==> config.mk <==
export PLATFORM = sky130hd
export DESIGN_NAME = matvec_engine
export DESIGN_NICKNAME = d
export VERILOG_FILES = /design/src/rtl/matvec_pkg.sv /design/src/rtl/matvec_mac.sv /design/src/rtl/matvec_engine.sv
export SDC_FILE = /design/constraint.sdc
export NUM_CORES = 2
export LEC_CHECK = 0
export CAP_MARGIN = 15
export CORE_UTILIZATION = 60
export DETAILED_ROUTE_END_ITERATION = 8
export PLACE_DENSITY_LB_ADDON = 0.15
export SLEW_MARGIN = 20
export SYNTH_ARGS = -nofsm -noshare
export SYNTH_HDL_FRONTEND = slang
export SYNTH_HIERARCHICAL = 1
export SYNTH_SLANG_ARGS = --single-unit
==> constraint.sdc <==
create_clock -name clk -period 14.94 [get_ports clk]
set_input_delay 2.988 -clock clk [delete_from_list [all_inputs] [get_ports clk]]
set_output_delay 2.988 -clock clk [all_outputs]
set_load 0.02 [all_outputs]
==> src/rtl/matvec_pkg.sv <==
// Shared types and sizing helpers for the matvec_engine matrix-vector block.
package matvec_pkg;

  typedef enum logic [2:0] {
    S_IDLE    = 3'd0,
    S_LOAD    = 3'd1,
    S_COMPUTE = 3'd2,
    S_DRAIN   = 3'd3,
    S_DONE    = 3'd4
  } state_t;

  localparam int DRAIN_CYCLES = 2;

  function automatic int load_beats(input int rows, input int cols);
    return cols + rows * cols;
  endfunction

  function automatic int compute_cycles(input int rows, input int cols);
    return rows + cols - 1;
  endfunction

endpackage

==> src/rtl/matvec_mac.sv <==
// Two-stage unsigned multiply-accumulate lane with sticky overflow.
// Build option MATVEC_SAT_EN selects saturating instead of wrapping accumulation.
module matvec_mac
  import matvec_pkg::*;
#(
  parameter int DW = 8,
  parameter int AW = 24
) (
  input  logic          clk,
  input  logic          rst,
  input  logic          en,
  input  logic          clr,
  input  logic [DW-1:0] a,
  input  logic [DW-1:0] b,
  output logic [AW-1:0] acc,
  output logic          ovf
);

  logic [2*DW-1:0] prod_p1_q, prod_p1_d;
  logic            vld_p1_q, vld_p1_d;
  logic [AW-1:0]   acc_p2_q, acc_p2_d;
  logic            ovf_q, ovf_d;
  logic [AW:0]     sum;

  // Bit AW of the result carries the raw carry-out in both builds.
  function automatic logic [AW:0] accumulate(input logic [AW-1:0] acc_in,
                                             input logic [2*DW-1:0] p);
    logic [AW:0] s;
    s = {1'b0, acc_in} + {{(AW + 1 - 2 * DW){1'b0}}, p};
`ifdef MATVEC_SAT_EN
    if (s[AW]) s[AW-1:0] = '1;
`endif
    return s;
  endfunction

  always_comb begin
    prod_p1_d = {{DW{1'b0}}, a} * {{DW{1'b0}}, b};
    vld_p1_d  = en;
    sum       = accumulate(acc_p2_q, prod_p1_q);
    acc_p2_d  = acc_p2_q;
    ovf_d     = ovf_q;
    if (vld_p1_q) begin
      acc_p2_d = sum[AW-1:0];
      ovf_d    = ovf_q | sum[AW];
    end
    if (clr) begin
      vld_p1_d = 1'b0;
      acc_p2_d = '0;
      ovf_d    = 1'b0;
    end
  end

  always_ff @(posedge clk) begin
    if (rst) begin
      prod_p1_q <= '0;
      vld_p1_q  <= 1'b0;
      acc_p2_q  <= '0;
      ovf_q     <= 1'b0;
    end else begin
      // stage 1: product
      prod_p1_q <= prod_p1_d;
      vld_p1_q  <= vld_p1_d;
      // stage 2: accumulate
      acc_p2_q  <= acc_p2_d;
      ovf_q     <= ovf_d;
    end
  end

  assign acc = acc_p2_q;
  assign ovf = ovf_q;

endmodule

==> src/rtl/matvec_engine.sv <==
// Streams a COLS vector B then a ROWS x COLS matrix A, computes C = A*B on ROWS
// skewed MAC lanes. Build option MATVEC_SAT_EN (inside matvec_mac) saturates lanes.
module matvec_engine
  import matvec_pkg::*;
#(
  parameter int ROWS = 8,
  parameter int COLS = 8,
  parameter int DW   = 8,
  parameter int AW   = 24
) (
  input  logic               clk,
  input  logic               rst,
  input  logic               start,
  input  logic               clr,
  input  logic               in_valid,
  output logic               in_ready,
  input  logic [DW-1:0]      in_data,
  output logic [ROWS*AW-1:0] c_out,
  output logic               c_valid,
  output logic [ROWS-1:0]    ovf,
  output logic               busy,
  output logic [2:0]         state
);

  localparam int NBEATS = load_beats(ROWS, COLS);
  localparam int NCOMP  = compute_cycles(ROWS, COLS);
  localparam int BW     = $clog2(NBEATS + 1);
  localparam int CW     = $clog2(NCOMP + DRAIN_CYCLES + 1);
  localparam int BIW    = (COLS > 1) ? $clog2(COLS) : 1;
  localparam int AIW    = (ROWS * COLS > 1) ? $clog2(ROWS * COLS) : 1;

  state_t          state_q, state_d;
  logic [BW-1:0]   beat_q, beat_d;
  logic [CW-1:0]   cyc_q, cyc_d;
  logic            load_done_q, load_done_d;
  logic            in_ready_q, in_ready_d;
  logic            c_valid_q, c_valid_d;
  logic            busy_q, busy_d;
  logic [DW-1:0]   b_buf_q [COLS];
  logic [DW-1:0]   b_buf_d [COLS];
  logic [DW-1:0]   a_buf_q [ROWS*COLS];
  logic [DW-1:0]   a_buf_d [ROWS*COLS];
  logic [DW-1:0]   skew_q  [ROWS];
  logic [DW-1:0]   skew_d  [ROWS];
  logic [DW-1:0]   b_head;
  logic [DW-1:0]   lane_a  [ROWS];
  logic [DW-1:0]   lane_b  [ROWS];
  logic [ROWS-1:0] lane_en;
  logic            mac_clr;
  logic            accept;

  assign accept = in_valid && in_ready_q;

  // Lane r works on column t-r at compute cycle t; B reaches it through r skew registers.
  always_comb begin
    int d;
    d      = 0;
    b_head = '0;
    if (int'(cyc_q) < COLS) b_head = b_buf_q[BIW'(cyc_q)];
    lane_b[0] = b_head;
    for (int r = 1; r < ROWS; r++) lane_b[r] = skew_q[r-1];
    for (int r = 0; r < ROWS; r++) begin
      d          = int'(cyc_q) - r;
      lane_en[r] = (state_q == S_COMPUTE) && (d >= 0) && (d < COLS);
      lane_a[r]  = lane_en[r] ? a_buf_q[AIW'(r * COLS + d)] : '0;
    end
  end

  always_comb begin
    state_d     = state_q;
    beat_d      = beat_q;
    cyc_d       = cyc_q;
    load_done_d = load_done_q;
    b_buf_d     = b_buf_q;
    a_buf_d     = a_buf_q;
    skew_d      = skew_q;
    mac_clr     = 1'b0;
    case (state_q)
      S_IDLE: begin
        if (start) begin
          state_d     = S_LOAD;
          beat_d      = '0;
          load_done_d = 1'b0;
          mac_clr     = 1'b1;
        end
      end
      S_LOAD: begin
        if (load_done_q) begin
          state_d = S_COMPUTE;
          cyc_d   = '0;
        end else if (accept) begin
          if (int'(beat_q) < COLS) b_buf_d[BIW'(beat_q)] = in_data;
          else a_buf_d[AIW'(int'(beat_q) - COLS)] = in_data;
          if (beat_q == BW'(NBEATS - 1)) load_done_d = 1'b1;
          else beat_d = beat_q + BW'(1);
        end
      end
      S_COMPUTE: begin
        skew_d[0] = b_head;
        for (int r = 1; r < ROWS; r++) skew_d[r] = skew_q[r-1];
        if (cyc_q == CW'(NCOMP - 1)) begin
          state_d = S_DRAIN;
          cyc_d   = '0;
        end else begin
          cyc_d = cyc_q + CW'(1);
        end
      end
      S_DRAIN: begin
        if (cyc_q == CW'(DRAIN_CYCLES - 1)) state_d = S_DONE;
        else cyc_d = cyc_q + CW'(1);
      end
      S_DONE: begin
        if (start) begin
          state_d     = S_LOAD;
          beat_d      = '0;
          load_done_d = 1'b0;
          mac_clr     = 1'b1;
        end else if (clr) begin
          state_d = S_IDLE;
          mac_clr = 1'b1;
        end
      end
      default: state_d = S_IDLE;
    endcase
    in_ready_d = (state_d == S_LOAD) && !load_done_d;
    c_valid_d  = (state_d == S_DONE);
    busy_d     = (state_d == S_LOAD) || (state_d == S_COMPUTE) || (state_d == S_DRAIN);
  end

  always_ff @(posedge clk) begin
    if (rst) begin
      state_q     <= S_IDLE;
      beat_q      <= '0;
      cyc_q       <= '0;
      load_done_q <= 1'b0;
      in_ready_q  <= 1'b0;
      c_valid_q   <= 1'b0;
      busy_q      <= 1'b0;
      b_buf_q     <= '{default: '0};
      a_buf_q     <= '{default: '0};
      skew_q      <= '{default: '0};
    end else begin
      state_q     <= state_d;
      beat_q      <= beat_d;
      cyc_q       <= cyc_d;
      load_done_q <= load_done_d;
      in_ready_q  <= in_ready_d;
      c_valid_q   <= c_valid_d;
      busy_q      <= busy_d;
      b_buf_q     <= b_buf_d;
      a_buf_q     <= a_buf_d;
      skew_q      <= skew_d;
    end
  end

  for (genvar r = 0; r < ROWS; r++) begin : g_lane
    matvec_mac #(.DW(DW), .AW(AW)) u_mac (
      .clk (clk),
      .rst (rst),
      .en  (lane_en[r]),
      .clr (mac_clr),
      .a   (lane_a[r]),
      .b   (lane_b[r]),
      .acc (c_out[r*AW +: AW]),
      .ovf (ovf[r])
    );
  end

  assign in_ready = in_ready_q;
  assign c_valid  = c_valid_q;
  assign busy     = busy_q;
  assign state    = state_q;

endmodule

==> flow_summary_export.csv <==
group,metric,value,unit
die,fp.dieArea,120500,µm²
critical_path,r2r_end,"g_lane[2].u_mac/prod_p1_q[15]$_SDFF_PP0_",
final_layout,layout-drive-gt1-share,10.65,%
power,vdd_drop_max,93.15,µV
critical_path,cp-start-kind,"flop",
clocking,clk-insertion-delay-late,730,ps
timing,setup_viol,0,
timing,min_period,9991,ps
worst_hold_path,worstHoldEndpoint,"b_buf_q[29]$_SDFFE_PP0P_",
clocking,cts_tree,"built",
logic_synthesis,synthArstFlopShare,0,%
critical_path,cp_top_family,"adder cells",
die,fp.dieH,347.2,µm
logic_synthesis,yosysTopAreaCell,"dfxtp_1",
die,coreArea,118100,µm²
timing,slew_headroom,16.85,%
clocking,ctsHtreeMaxLevel,3,
logic_synthesis,synth_edf_count,0,
worst_hold_path,whs_path_depth,2,
timing,worst_pin_slew,1245,ps
critical_path,crit_path_end_kind,"flop",
logic_synthesis,syn_avg_cell_area,9.525,µm²
critical_path,arrival,10650,ps
clocking,root_buffer,"clkbuf_16",
clocking,holdBufCountCts,0,
power,power_density,70.73,nW/µm²
logic_synthesis,ys_seq_area_share,27.64,%
worst_hold_path,hold_path.class,"flop to flop",
final_layout,utilization,66.00,%
logic_synthesis,yosysMostFrequentCell,"dfxtp_1",
clocking,clockBufferDepth,3,
job,drv_cap,0,
die,rows,126,
detailed_routing,initialDrtViolationCount,5992,
timing,rsz0062_at_grt,"false",
critical_path,cp_max_fo,131,
logic_synthesis,ys_warn_count,6,
detailed_routing,vias,58380,
critical_path,path_class,"flop to flop",
timing,fin_worst_skew,33.27,ps
die,start_util,60.55,%
clocking,cts_resized,0,
global_route,grt_pass1_wl,322100,µm
power,leakage,30.53,nW
detailed_routing,avgRoutedWirePerCell,22.43,µm
timing,slew_violations,0,
critical_path,critPathMaxStageDelay,1050,ps
clocking,cts_setup_buffers,0,
detailed_routing,drc,0,
critical_path,r2r-start,"cyc_q[1]$_SDFFE_PP0P_",
logic_synthesis,synth_commonest_cells,"dfxtp_1 (987), nand2_1 (886), a21oi_1 (531), mux4_2 (488), inv_1 (464)",
logic_synthesis,synth_nets,8255,
timing,max_freq,100.1,MHz
logic_synthesis,ys_types,107,
global_route,track_usage,33.47,%
placement,gp_congestion,1.035,
placement,place_hpwl,146400,µm
critical_path,r2r_setup_slack,4950,ps
critical_path,path_cells,"inv_1 -> ha_4 -> buf_12 -> and4b_1 -> mux2i_1 -> a211oi_2 -> nor2b_1 -> nand3_1 -> nand2_1 -> nand2_1 -> fa_1 -> fa_1 -> inv_1 -> fa_1 -> inv_1 -> fa_1 -> inv_1 -> ha_1 -> o21a_1 -> o31a_1 -> o221a_1 -> o31a_1 -> or4_1 -> nand3_1",
critical_path,r2r_cells,24,
die,fp.dieW,347.2,µm
logic_synthesis,synthCells,7506,
logic_synthesis,ys_ff_latch,987,
placement,portBuffers,218,
global_route,grt-ovfl-total,0,
critical_path,cp.buffers_inverters,5,
clocking,cts.sinks,987,
timing,tns,0,ps
logic_synthesis,ys_top_cells_by_area,"dfxtp_1 (28%), mux4_2 (15%), fa_1 (8.3%), ha_1 (7.7%), nand2_1 (4.7%)",
global_route,antenna_found_initial,8,
timing,finalCritPeriodShare,66.87,%
final_layout,fin_nets,8239,
critical_path,worstPathRequired,15600,ps
worst_hold_path,min_from,"b_buf_q[29]$_SDFFE_PP0P_",
clocking,clkTransAtPathRegs,60,ps
logic_synthesis,synth_top_cell_area_share,27.64,%
logic_synthesis,ys.flop_type,"dfxtp_1",
critical_path,cp_slowest_cell,"nor2b_1",
detailed_routing,via_per_inst,6.406,
detailed_routing,first_pass_iters,6,
timing,hold_viol,0,
final_layout,syn2layout_area_growth,9.009,%
logic_synthesis,syn_area,71500,µm²
clocking,cts_buffers,107,
die,io_pins,219,
detailed_routing,ant_nets,0,
power,p_total,5.513,mW
detailed_routing,wirelength,204400,µm
global_route,grt_max_degree,176,
run_status,status,"finished, final reports clean",
global_route,first_global_vias,56030,
[sequential cells by signal (all words and copies together), names as in the netlist]
name / flops
in_ready: 1
g_lane.u_mac/acc: 192
busy: 1
a_buf_q: 512
state: 3
c_valid: 1
g_lane.u_mac/vld_p1_q: 8
g_lane.u_mac/prod_p1_q: 128
g_lane.u_mac/ovf: 8
lane_b: 56
b_buf_q: 64
load_done_q: 1
cyc_q: 5
beat_q: 7
[per-layer routing]
| layer | GRT usage, % | vias up | share of wire [%] |
|---|---|---|---|
| met5 | 0.6002 | - | 0.081 |
| met4 | 14.06 | 12 | 4.7 |
| met3 | 7.848 | 565 | 9.6 |
| met2 | 51.36 | 2729 | 45 |
| met1 | 45.36 | 28540 | 41 |
| li1 | - | 26530 | - |
[cells in the final DEF, fill, tap and decap left out, types with 49 or more instances in the layout]
cell type and count:
a21oi_1 531, o21ai_0 243, o211ai_1 55, buf_4 60
clkbuf_16 109, mux4_2 488, xnor2_1 75, nor3_1 86
mux2i_1 270, ha_1 438, and2_1 409, and3_1 49
inv_1 464, nor2b_1 316, o21a_1 66, or3_1 72
nand3_1 242, o21ai_1 83, nor2_1 388, fa_1 296
xor2_1 72, dfxtp_1 985, clkdlybuf4s50_1 217, nand2_1 886
a21o_1 56
[worst max-delay path by stage]
stage,startpoint,end,slack (ps),depth (start not counted)
after CTS,cyc_q[1]$_SDFFE_PP0P_,g_lane[2].u_mac/prod_p1_q[15]$_SDFF_PP0_,5250,24
after detailed placement,cyc_q[1]$_SDFFE_PP0P_,g_lane[2].u_mac/prod_p1_q[15]$_SDFF_PP0_,5300,24
final,cyc_q[1]$_SDFFE_PP0P_,g_lane[2].u_mac/prod_p1_q[15]$_SDFF_PP0_,4950,24
after floorplan,cyc_q[1]$_SDFFE_PP0P_,g_lane[5].u_mac/prod_p1_q[15]$_SDFF_PP0_,7430,27
after global placement,cyc_q[1]$_SDFFE_PP0P_,g_lane[2].u_mac/prod_p1_q[15]$_SDFF_PP0_,5080,24
after global routing,cyc_q[1]$_SDFFE_PP0P_,g_lane[2].u_mac/prod_p1_q[15]$_SDFF_PP0_,4760,24
[worst register-to-register path, delay by kind of cell (launching register included)]
family / cells / cell delay [ps]
multiplexers: 1 / 80
adder cells (fa/ha/maj): 6 / 3140
AO/OA/AOI/OAI: 5 / 1520
AND/OR/NAND/NOR: 7 / 3100
buffers and inverters: 5 / 1200
flip-flops: 1 / 850
[power breakdown]
group | internal (mW) | leakage (nW) | switching (mW) | total, mW
clock network | 1.62 | 1.79 | 1.15 | 2.77
logic | 0.0178 | 20.8 | 0.0860 | 0.104
registers | 2.63 | 7.95 | 0.00226 | 2.63
[logic make-up after synthesis]
family | Yosys count | share of synthesized area, %
adder cells (fa/ha/maj) | 736 | 15.99
flip-flops | 987 | 27.64
XOR/XNOR | 152 | 1.909
AO/OA/AOI/OAI | 1360 | 11.65
multiplexers | 768 | 19.31
AND/OR/NAND/NOR | 2626 | 18.32
buffers and inverters | 877 | 5.187
[layout make-up]
type	instances	area, µm²
antenna	1	2.502
tap	1536	1922
timing repair buffer	282	2718
fill	9546	40140
sequential	987	19770
multi-input combinational	5642	48110
clock inverter	42	504.2
clock buffer	153	3153
inverter	470	1767
[metrics by stage]
stage	cells	hold WS, ps	cell area (µm²)	worst slack (ps)
floorplan	7506	433.4	71500	7434
global placement	8917	442.6	74260	5080
detailed placement	8917	452.2	74280	5301
CTS	9112	459.6	77930	5249
global route	9112	486.7	77940	4764
finish	9113	456.7	77940	4949
(Power assumes the default switching activity.)
